## config.mk

```make
export PLATFORM = sky130hd
export DESIGN_NAME = btn_event_arbiter
export DESIGN_NICKNAME = d
export VERILOG_FILES = /design/src/rtl/btn_event_arbiter.sv
export SDC_FILE = /design/constraint.sdc
export NUM_CORES = 1
export LEC_CHECK = 0
export CORE_ASPECT_RATIO = 0.8
export CORE_UTILIZATION = 40
export DETAILED_ROUTE_END_ITERATION = 8
export PLACE_DENSITY = 0.71
export SLEW_MARGIN = 20
export SYNTH_ARGS = -nofsm -noshare
export SYNTH_HDL_FRONTEND = slang
export SYNTH_SLANG_ARGS = --single-unit
```

## constraint.sdc

```tcl
create_clock -name clk -period 3 [get_ports clk]
set_input_delay 0.6 -clock clk [delete_from_list [all_inputs] [get_ports clk]]
set_output_delay 0.6 -clock clk [all_outputs]
set_load 0.005 [all_outputs]
```

## src/rtl/btn_event_arbiter.sv

```systemverilog
// btn_event_arbiter: latches button presses, grants one per cycle round-robin into a FWFT event FIFO.
// Optional feature: define BTN_EVT_DROP_CNT_EN to add a saturating 8-bit drop_count output.
module btn_event_arbiter #(
  parameter int NBTN = 4,
  parameter int DEPTH = 4,
  localparam int IDW = $clog2(NBTN),
  localparam int AW = $clog2(DEPTH),
  localparam int CW = $clog2(DEPTH) + 1
) (
  input  logic            clk,
  input  logic            rst,
  input  logic [NBTN-1:0] btn_pulse,
  input  logic            evt_ready,
  output logic            evt_valid,
  output logic [IDW-1:0]  evt_id,
  output logic [NBTN-1:0] pending,
  output logic [CW-1:0]   fifo_count,
  output logic            overflow
`ifdef BTN_EVT_DROP_CNT_EN
  ,
  output logic [7:0]      drop_count
`endif
);
  logic [IDW-1:0] mem [DEPTH];
  logic [IDW-1:0] rr_ptr, gnt_idx;
  logic [AW-1:0] wptr, rptr;
  logic [NBTN-1:0] gnt_vec, drop;
  logic gnt, pop;
  // Scan downward from the farthest offset so the index nearest rr_ptr wins.
  always_comb begin
    gnt_idx = '0;
    for (int k = NBTN - 1; k >= 0; k--)
      if (pending[(int'(rr_ptr) + k) % NBTN]) gnt_idx = IDW'((int'(rr_ptr) + k) % NBTN);
    gnt = (|pending) && (fifo_count != CW'(DEPTH));
    gnt_vec = gnt ? (NBTN'(1) << gnt_idx) : '0;
    drop = btn_pulse & pending & ~gnt_vec;
    pop = evt_valid & evt_ready;
  end
  assign evt_valid = fifo_count != '0;
  assign evt_id = mem[rptr];
  always_ff @(posedge clk)
    if (gnt && !rst) mem[wptr] <= gnt_idx;
  always_ff @(posedge clk) begin
    if (rst) begin
      pending <= '0;
      rr_ptr <= '0;
      wptr <= '0;
      rptr <= '0;
      fifo_count <= '0;
      overflow <= 1'b0;
    end else begin
      pending <= (pending & ~gnt_vec) | btn_pulse;
      overflow <= overflow | (|drop);
      if (gnt) begin
        wptr <= wptr + 1'b1;
        rr_ptr <= (gnt_idx == IDW'(NBTN - 1)) ? '0 : gnt_idx + 1'b1;
      end
      if (pop) rptr <= rptr + 1'b1;
      fifo_count <= fifo_count + CW'(gnt) - CW'(pop);
    end
  end
`ifdef BTN_EVT_DROP_CNT_EN
  logic [3:0] ndrop;
  logic [8:0] dsum;
  always_comb begin
    ndrop = '0;
    for (int i = 0; i < NBTN; i++) ndrop = ndrop + 4'(drop[i]);
    dsum = {1'b0, drop_count} + 9'(ndrop);
  end
  always_ff @(posedge clk)
    drop_count <= rst ? 8'd0 : (dsum > 9'd255 ? 8'hff : dsum[7:0]);
`endif
endmodule

```

==> out/results.ini <==
[worst_setup_path]
startpoint=fifo_count[1]
crit_arrival_ps=2690
r2r_cells=10
worst_setup_path_end_kind=flop
r2r-start=fifo_count[1]
crit_type=reg -> reg
cp.required_ps=3210
r2r-end=fifo_count[2]
crit_path_start_kind=flop
r2r_slack_ps=520
path_max_fanout=6

[routing]
drt-total-wl_um=2110
drc_errors=0
detail-route-antenna-nets=0
drt_iter0_markers=33
vias=823
via_per_inst=4.84
wl_per_cell_um=12.4
first_pass_iters=4

[timing]
hold_viol_final=0
setup_tns_ps=0
min_period_ps=2480
setup_viol=0
max_freq_mhz=403
period_share_pct=82.7
rsz0062_at_grt=false
fin_skew_ps=12.0
slew_headroom_pct=82.8
worst_pin_slew_ps=257
finalMaxSlewViolations=0

[hold_path]
holdPathStages=2
min_path_type=reg -> reg
hold_end=wptr[1]
min-delay-start=wptr[1]

[clock_tree]
clk_latency_ps=310
postCtsSetupRepairBufs=0
cts_resized=0
ctsHoldBuffers=0
cts_buffers=3
cts_tree=yes
clock-sinks=24
cts.clk_slew.worst_paths_ps=110
cts_root_buffer=clkbuf_4
cts_buffer_depth=2
cts_htree_levels=1

[logic_synthesis]
synth_cells=111
synth_top_family_by_area=simple AND/OR/NAND/NOR gates
synth_compound_area_share_pct=10.7
synth_largest_area_cell=dfxtp_1
synth_simple_gate_area_share_pct=15.9
yosysTopAreaCellShare_pct=27.8
synth_common_cells=dfxtp_1, nor2_1, nand2_1
yosysMostFrequentCell=dfxtp_1
syn_avg_cell_area_um2=10.4
yosysSeqAreaShare_pct=48.7
synth_adder_area_share_pct=12.6
synth.area.top_cells=dfxtp_1, edfxtp_1, ha_1
yosysWarnings=0
synth_seq_cells=24
synthMuxAreaShare_pct=3.91
synth_xor_area_share_pct=3.80
synth_edf_count=8
synthDistinctLibCells=29
syn-cell-area_um2=1150
synthArstFlopShare_pct=0
synth_fp_nets=129
synthFlopType=dfxtp_1

[power_and_ir_drop]
ir_drop_mv=0.483
power.internal_w=0.000721
switching_share_pct=33.1
p_clk_share_pct=13.1
pwr_density_cell_nw_per_um2=769
p_comb_share_pct=40.8
leakage_nw=0.560
power.switching_w=0.000357
power_frac_seq_pct=46.1

[finish]
final_util_pct=51.1
area_delta_synth_final_pct=21.7
insertedDiodeCount=0
final_cell_area_um2=1400
drive_above_1_share_pct=7.58
fin_nets=151

[global_routing]
grt_pass1_wl_um=3490
track_usage_pct=15.7
grt_max_degree=17
grt_pass1_vias=763
grt-ovfl-total=0
antenna_found_initial=0

[placement]
dp_hpwl_um=1670
port_buffers=17
dpl_cell_area_um2=1380
gp_congestion=0.752

[die]
row_count=17
fp.dieW_um=62.0
die_area_um2=3100
die_h_um=50.0
io-pin-count=18
core_um2=2740
start_util_pct=42.0

[status]
outcome=completed

[flow_run]
drv_cap=0

state kept, by name, indices dropped and copies added (netlist names), named ones only:
signal,count
mem,8
pending,4
fifo_count,3
rptr,2
rr_ptr,2
wptr,2
overflow,1
per-stage QoR:
step | power [W] | instances | setup slack, ps | hold slack, ps
floorplan | 0.000773 | 111 | 689 | 463
global placement | 0.000931 | 166 | 534 | 486
detailed placement | 0.000949 | 166 | 458 | 502
CTS | 0.00109 | 170 | 505 | 518
global route | 0.00117 | 170 | 291 | 554
finish | 0.00108 | 170 | 519 | 513
cell usage in the layout (no fill, tap or decap):
cell type,Yosys,final
nand3_1,1,1
a211oi_1,2,2
nand2_1,11,11
inv_1,9,9
buf_4,0,2
nor2b_1,3,3
nor4_1,1,1
fa_1,1,1
xor2_1,1,1
o31a_1,1,1
o22a_1,1,1
nand2b_1,2,2
nor2_2,1,1
clkbuf_1,1,1
or3_1,1,1
ha_1,10,10
o22ai_1,2,2
a21o_1,1,1
nor2_1,14,14
a31oi_1,1,1
xnor2_1,4,4
or3b_1,1,1
and2_1,4,4
dfxtp_1,16,16
edfxtp_1,8,8
a21oi_1,9,9
mux4_2,2,2
clkinv_4,1,1
clkdlybuf4s50_1,0,17
clkbuf_4,0,3
a21boi_4,1,1
critical path, stage by stage (launching register included):
cell,delay (ps)
dfxtp_1,440
or3b_1,280
a21boi_4,320
clkinv_4,100
ha_1,280
inv_1,40
ha_1,190
fa_1,380
xnor2_1,170
xnor2_1,140
nor2_1,50
kinds of logic after synthesis:
logic type | Yosys count
AOI/OAI and AO/OA | 18
xor gates and xnor gates | 5
adders and majority gates | 11
buffers and inverters | 12
DFF | 24
muxes | 2
and+or+nand+nor | 39
per-layer routing:
layer	track usage (%)	routed length (µm)	up-vias
met5	0	0	-
met4	4.07	19	0
met3	6.04	88	2
met2	24.3	984	18
met1	20.1	1020	386
li1	-	-	417
cell type report:
| class | count | area [µm²] |
|---|---|---|
| Inverter | 10 | 42.5 |
| Clock buffer | 4 | 26.3 |
| Multi-Input combinational cell | 75 | 539 |
| Timing Repair Buffer | 19 | 185 |
| Tap cell | 38 | 47.5 |
| Fill cell | 254 | 1340 |
| Sequential cell | 24 | 561 |
power groups by stage:
stage,Sequential (W),Clock [W],Combinational [W]
after floorplan,0.000484,0,0.000289
after global placement,0.000497,0,0.000434
after detailed placement,0.000505,0,0.000444
after CTS,0.000498,0.000147,0.000446
after global routing,0.000511,0.000160,0.000501
final,0.000497,0.000141,0.000439
worst max path at each step:
stage | endpoint | cells past startpoint
2_1_floorplan | fifo_count[2] | 11
3_3_place_gp | fifo_count[2] | 9
3_5_place_dp | fifo_count[2] | 9
4_1_cts | fifo_count[2] | 10
5_1_grt | fifo_count[2] | 10
6_report | fifo_count[2] | 10
Note: power is estimated with default switching activity, not from simulation.
